[src/rtl/branch_sched.sv]
// ---------------------------------------------------------------------------
// branch_sched -- decode-stage branch scheduler for the MIPS pipeline.
//
// Sits beside the decode-stage branch comparator. It stalls fetch/decode
// until the comparator operands are valid, selects the decode-stage
// forwarding source for each operand and qualifies the raw comparator result
// into the branch-taken signal that steers the PC.
//
// Ports
//   clk, resetn                 clock, asynchronous active-low reset
//   branchD, use_rtD            decode instruction is a branch / compares rt
//   rsD, rtD                    branch source registers
//   regwriteE/memtoregE/writeregE   execute-stage producer
//   regwriteM/memtoregM/writeregM   memory-stage producer
//   pcsrc_rawD                  raw comparator result
//   stall_ext, flushD           external freeze, decode flush
//   forwardaD, forwardbD        1 = take memory-stage ALU result
//   stallF, stallD, flushE      pipeline control
//   branch_takenD               qualified branch-taken
//   stat_branches/taken/stalls  statistics counters
//
// Configuration macro: BRANCH_STATS_EN builds the saturating statistics
// counters; when undefined the stat outputs are tied to zero.
// ---------------------------------------------------------------------------
module branch_sched #(
  parameter int REG_AW = 5,
  parameter int DW     = 32
) (
  input  logic              clk,
  input  logic              resetn,
  input  logic              branchD,
  input  logic              use_rtD,
  input  logic [REG_AW-1:0] rsD,
  input  logic [REG_AW-1:0] rtD,
  input  logic              regwriteE,
  input  logic              memtoregE,
  input  logic [REG_AW-1:0] writeregE,
  input  logic              regwriteM,
  input  logic              memtoregM,
  input  logic [REG_AW-1:0] writeregM,
  input  logic              pcsrc_rawD,
  input  logic              stall_ext,
  input  logic              flushD,
  output logic              forwardaD,
  output logic              forwardbD,
  output logic              stallF,
  output logic              stallD,
  output logic              flushE,
  output logic              branch_takenD,
  output logic [DW-1:0]     stat_branches,
  output logic [DW-1:0]     stat_taken,
  output logic [DW-1:0]     stat_stalls
);

  typedef enum logic [1:0] {IDLE = 2'd0, STALL = 2'd1, GO = 2'd2} state_e;

  state_e     state_q;
  logic [1:0] cnt_q;

  // Per-operand hazard/forwarding terms; index 0 = rs, 1 = rt.
  logic [REG_AW-1:0] src     [2];
  logic [1:0]        src_en;
  logic [1:0]        hit_e;
  logic [1:0]        hit_m;
  logic [1:0]        fwd;

  assign src[0]    = rsD;
  assign src[1]    = rtD;
  assign src_en[0] = 1'b1;
  assign src_en[1] = use_rtD;

  generate
    for (genvar gi = 0; gi < 2; gi++) begin : g_src
      logic nonzero;
      assign nonzero   = (src[gi] != '0);
      assign hit_e[gi] = src_en[gi] & nonzero & regwriteE & (writeregE == src[gi]);
      assign hit_m[gi] = src_en[gi] & nonzero & regwriteM & (writeregM == src[gi]);
      // Forwarding is evaluated regardless of use_rtD.
      assign fwd[gi]   = nonzero & regwriteM & ~memtoregM & (writeregM == src[gi]);
    end
  endgenerate

  assign forwardaD = fwd[0];
  assign forwardbD = fwd[1];

  // Required stall count: E load 2, E ALU or M load 1, M ALU 0 (forwarded).
  logic       need_two;
  logic       need_one;
  logic [1:0] need_n;

  assign need_two = (|hit_e) & memtoregE;
  assign need_one = ((|hit_e) & ~memtoregE) | ((|hit_m) & memtoregM);
  assign need_n   = need_two ? 2'd2 : (need_one ? 2'd1 : 2'd0);

  logic detect;
  logic hz;
  logic resolve;

  assign detect  = (state_q == IDLE) & branchD & (need_n != 2'd0);
  assign hz      = detect | (state_q == STALL);
  assign resolve = branchD & ~hz & ~flushD;

  assign stallF        = hz | stall_ext;
  assign stallD        = hz | stall_ext;
  assign flushE        = hz & ~stall_ext;
  assign branch_takenD = branchD & pcsrc_rawD & ~hz & ~stall_ext & ~flushD;

  always_ff @(posedge clk or negedge resetn) begin
    if (!resetn) begin
      state_q <= IDLE;
      cnt_q   <= 2'd0;
    end else if (flushD) begin
      state_q <= IDLE;
      cnt_q   <= 2'd0;
    end else begin
      case (state_q)
        IDLE: begin
          // Under stall_ext nothing is loaded; detection simply repeats.
          if (detect && !stall_ext) begin
            if (need_n == 2'd2) begin
              state_q <= STALL;
              cnt_q   <= 2'd1;
            end else begin
              state_q <= GO;
            end
          end
        end
        STALL: begin
          if (!stall_ext) begin
            cnt_q <= cnt_q - 2'd1;
            if (cnt_q == 2'd1) state_q <= GO;
          end
        end
        GO: begin
          if (!stall_ext) state_q <= IDLE;
        end
        default: begin
          state_q <= IDLE;
          cnt_q   <= 2'd0;
        end
      endcase
    end
  end

`ifdef BRANCH_STATS_EN
  // Counter 0 = resolving branches, 1 = taken, 2 = hazard-stall cycles.
  logic [DW-1:0] stat_q [3];
  logic [2:0]    stat_inc;

  assign stat_inc = {hz, branch_takenD, resolve};

  generate
    for (genvar gi = 0; gi < 3; gi++) begin : g_stat
      always_ff @(posedge clk or negedge resetn) begin
        if (!resetn) begin
          stat_q[gi] <= '0;
        end else if (!stall_ext && stat_inc[gi] && (stat_q[gi] != '1)) begin
          stat_q[gi] <= stat_q[gi] + 1'b1;
        end
      end
    end
  endgenerate

  assign stat_branches = stat_q[0];
  assign stat_taken    = stat_q[1];
  assign stat_stalls   = stat_q[2];
`else
  logic unused_resolve;
  assign unused_resolve = resolve;
  assign stat_branches  = '0;
  assign stat_taken     = '0;
  assign stat_stalls    = '0;
`endif

endmodule

[config.mk]
export PLATFORM = sky130hd
export DESIGN_NAME = branch_sched
export DESIGN_NICKNAME = d
export VERILOG_FILES = /design/src/rtl/branch_sched.sv
export SDC_FILE = /design/constraint.sdc
export NUM_CORES = 1
export LEC_CHECK = 0
export ABC_AREA = 1
export BUFFER_PORTS_ARGS = -buffer_cell sky130_fd_sc_hd__buf_2
export CAP_MARGIN = 10
export CORE_MARGIN = 2
export CORE_UTILIZATION = 25
export CTS_CLUSTER_DIAMETER = 200
export DETAILED_ROUTE_END_ITERATION = 8
export PLACE_DENSITY = 0.68
export SYNTH_ARGS = -nofsm -noshare
export SYNTH_HDL_FRONTEND = slang
export SYNTH_SLANG_ARGS = --single-unit
[constraint.sdc]
create_clock -name clk -period 1.8 [get_ports clk]
set_clock_uncertainty 0.1 [all_clocks]
set_input_delay 0.18 -clock clk [delete_from_list [all_inputs] [get_ports clk]]
set_output_delay 0.18 -clock clk [all_outputs]
set_load 0.005 [all_outputs]
==> run summary <==
The number of antenna violations at the first check in global routing is 0. The post-layout minimum cycle time came out at 1.666 ns. The start of the worst register-to-register path is state_q[0].

The count of warnings emitted by yosys came out at 0. The residual DRC count is 0. The total number of H-tree levels came out at 1. The flop and latch count out of synthesis came out at 4. The die height came out at 81.76 microns. The total detailed-routing wirelength came out at 2768 microns.

The number of optimization iterations in the first detailed-route pass came out at 4. The clock net in this run drives a total of 4 sinks. The final worst-path cycle share came out at 92.54%. The number of clock buffers inserted by TritonCTS came out at 3. The global-route wire length before repair is 4015 microns.

Following the worst setup path forward leads to its endpoint at branch_takenD. The horizontal die dimension came out at 81.76 microns. Across the VDD grid, the largest voltage drop is 0.0002626 V.

The number of hold-slack violations in the final timing report is 0. The share of the synthesized area in the top cell type is 48.18%. After detailed routing, the average wire length per cell comes to 7.501 microns. For this design the top-level I/O count stands at 133. The initial core utilization came out at 25.68%. Global routing finished with a remaining overflow of 0. The depth of the worst register-to-register path is 7. The clock latency at the later pin of the worst-skew pair is 0.22 ns.

The run finished with clean final reports. STA classifies the critical path endpoint as an output pin. The total number of vias is 1307. The worst-case clock buffer depth is 2.

The final estimated routing congestion in global placement is 0.8188. The critical path starts at state_q[0]. The number of max-cap violations came out at 0. The path class of the tightest hold or removal check is in2reg.

In this design, the largest share of critical-path delay is due to simple AND/OR/NAND/NOR gates. The count of buffering cells on the critical path with inverters included is 1. Data on the critical path arrives at its endpoint at 1.39 ns. The number of cell rows is 28. The mapped netlist covers 1511 sq um. The die area came out at 6684 sq um. The register area share after synthesis came out at 6.623%. For flop-to-flop paths, the worst setup slack is 0.32 ns. From synthesis to final layout, the design area changed by -0.4969%. After detailed routing, the number of vias per cell comes to 3.542.

The final instance area is 1504 sq um. The signal on the critical path passes through nor3b_1, nand2_2, nand3b_1, nor2_1, buf_2. Of the cells placed in the final design, the portion with a size suffix greater than 1 is 19.05%. The power density of the placed cells is 369.9 nW/um^2.

Sorting the synthesized cells by area gives the leading types as sky130_fd_sc_hd__buf_4 48%, sky130_fd_sc_hd__nand2_1 15%, sky130_fd_sc_hd__inv_1 6.7%. The smallest hold slack is 0.1706 ns. The detailed router's first-iteration violation count came out at 53. By count the netlist is led by 97 x sky130_fd_sc_hd__buf_4, 59 x sky130_fd_sc_hd__nand2_1, 27 x sky130_fd_sc_hd__inv_1, 24 x sky130_fd_sc_hd__nor2_1. TritonCTS built the clock tree.

The total power of the final layout came out at 0.5563 mW. Each instance of the synthesized netlist takes up on average 5.927 sq um. The critical path in this run is classified as reg2out. The cell sitting at the root of the clock tree is a sky130_fd_sc_hd__clkbuf_8. Of all nets on the critical path, the largest fanout is 8. The kind of launch point of the worst setup path is a register. In the post-synthesis netlist, the cell with the most instances is sky130_fd_sc_hd__buf_4.

The peak clock frequency supported by timing came out at 600.3 MHz. The count of distinct cell types in the synthesized netlist came out at 25. The number of antenna diodes in the final layout is 0. The HPWL reported at the end of detailed placement is 2480 microns. The number of buffers added on ports came out at 36.

Yosys mapped a number of flops with a built-in enable equal to 0. The final max-slew violation count came out at 0. The global-route total usage across every layer came out at 7.603%.

The data required time at the worst endpoint is 1.52 ns. The analysis attributes to cell leakage a power of 0.9660 nW. The number of cells on the critical path came out at 5. The post-synthesis instance total is 255.

The area inside the core boundary is 5886 sq um. After synthesis, the share of flip-flops with an asynchronous set or reset is 100.0%. The net count of the finished layout came out at 328. The most instantiated flip-flop cell in the synthesis netlist is sky130_fd_sc_hd__dfrtp_1. In this run the remaining antenna-violating nets after routing total 0. The pin count of the biggest net entering global routing came out at 9. The placed cell area came out at 1409 sq um. Counting the fill cells in the layout gives 668. The via count of the first global-routing pass was 997. The peak per-stage delay on the critical path is 0.45 ns. Setup violations remaining at the end of the flow were counted as 0. Clock-pin slew was measured on the worst setup and hold paths at 0.03 ns.

The critical register-to-register path endpoint is cnt_q[0]. The synthesized design spends more area on one cell type than any other, namely sky130_fd_sc_hd__buf_4. On the critical path, the stage with the largest delay is an instance of sky130_fd_sc_hd__dfrtp_1.
==> power by group <==
part / internal, mW / switching [mW] / leakage, nW / total, mW
clock network: 0.143 / 0.0502 / 0.0216 / 0.193
logic: 0.0859 / 0.167 / 0.891 / 0.253
registers: 0.100 / 0.00967 / 0.0536 / 0.110
==> cell usage in the layout (no fill, tap or decap), drive strengths merged, types with 3 or more instances in the layout <==
cell,n
conb,96
nand2,61
buf,38
inv,29
nor2,25
nand3,9
o21ai,8
nand4,5
dfrtp,4
nand3b,3
clkbuf,3
==> tightest hold or removal path, delay by kind of cell <==
kind	cells	cell delay (ns)
simple gates	2	0.16
buf+inv	1	0.12
==> area by class of cell <==
| type | count | area [sq um] | area share (%) |
|---|---|---|---|
| inverters | 29 | 108.9 | 7.238 |
| multi-input cells | 219 | 948.4 | 63.06 |
| clock buffers | 3 | 41.29 | 2.745 |
| well taps | 75 | 93.84 | 6.240 |
| repair buffers | 39 | 211.5 | 14.06 |
| flip-flops and latches | 4 | 100.1 | 6.656 |
==> metrics by stage <==
| stage | setup slack, ns | TNS (ns) | utilization, % | std cells |
|---|---|---|---|---|
| finish | 0.1343 | 0 | 25.55 | 369 |
| global route | -0.009187 | -0.009187 | 25.55 | 369 |
| CTS | 0.1099 | 0 | 24.81 | 367 |
| detailed placement | 0.1476 | 0 | 23.94 | 363 |
| global placement | 0.1697 | 0 | 23.94 | 363 |
| floorplan | 0.4335 | 0 | - | 350 |
==> state kept, by name, summed over array words and instances, names as in the netlist <==
| register | count |
|---|---|
| cnt_q | 2 |
| state_q | 2 |
==> repair_timing <==
item / in CTS / in global routing
hold buffers: 1 / 0
hold endpoints to repair: 4 / 0
gates resized for setup: 0 / 12
setup buffers: 0 / 2
endpoints found under the setup margin: 0 / 4
==> how the worst min path moves through the flow <==
| stage | end | cells after the start | from |
|---|---|---|---|
| CTS | state_q[1] | 3 | stall_ext |
| finish | state_q[1] | 3 | stall_ext |
| detailed placement | state_q[0] | 1 | resetn |
| floorplan | cnt_q[0] | 0 | resetn |
| global route | state_q[1] | 3 | stall_ext |
| global placement | state_q[1] | 1 | resetn |
==> per-layer routing <==
metal | GRT usage [%] | part of all wire (%)
met1 | 8.158 | 37
met4 | 1.000 | 0
met2 | 14.47 | 51
met5 | 0 | 0
met3 | 2.747 | 12
==> logic make-up after synthesis <==
| group | synth area share [%] |
|---|---|
| compound gates | 3.808 |
| xor+xnor | 1.739 |
| fa+ha+maj | 0.8277 |
| buf+inv | 55.71 |
| flops | 6.623 |
| other cells | 0.2481 |
| simple gates | 31.04 |
Note: power is estimated with default switching activity, not from simulation.
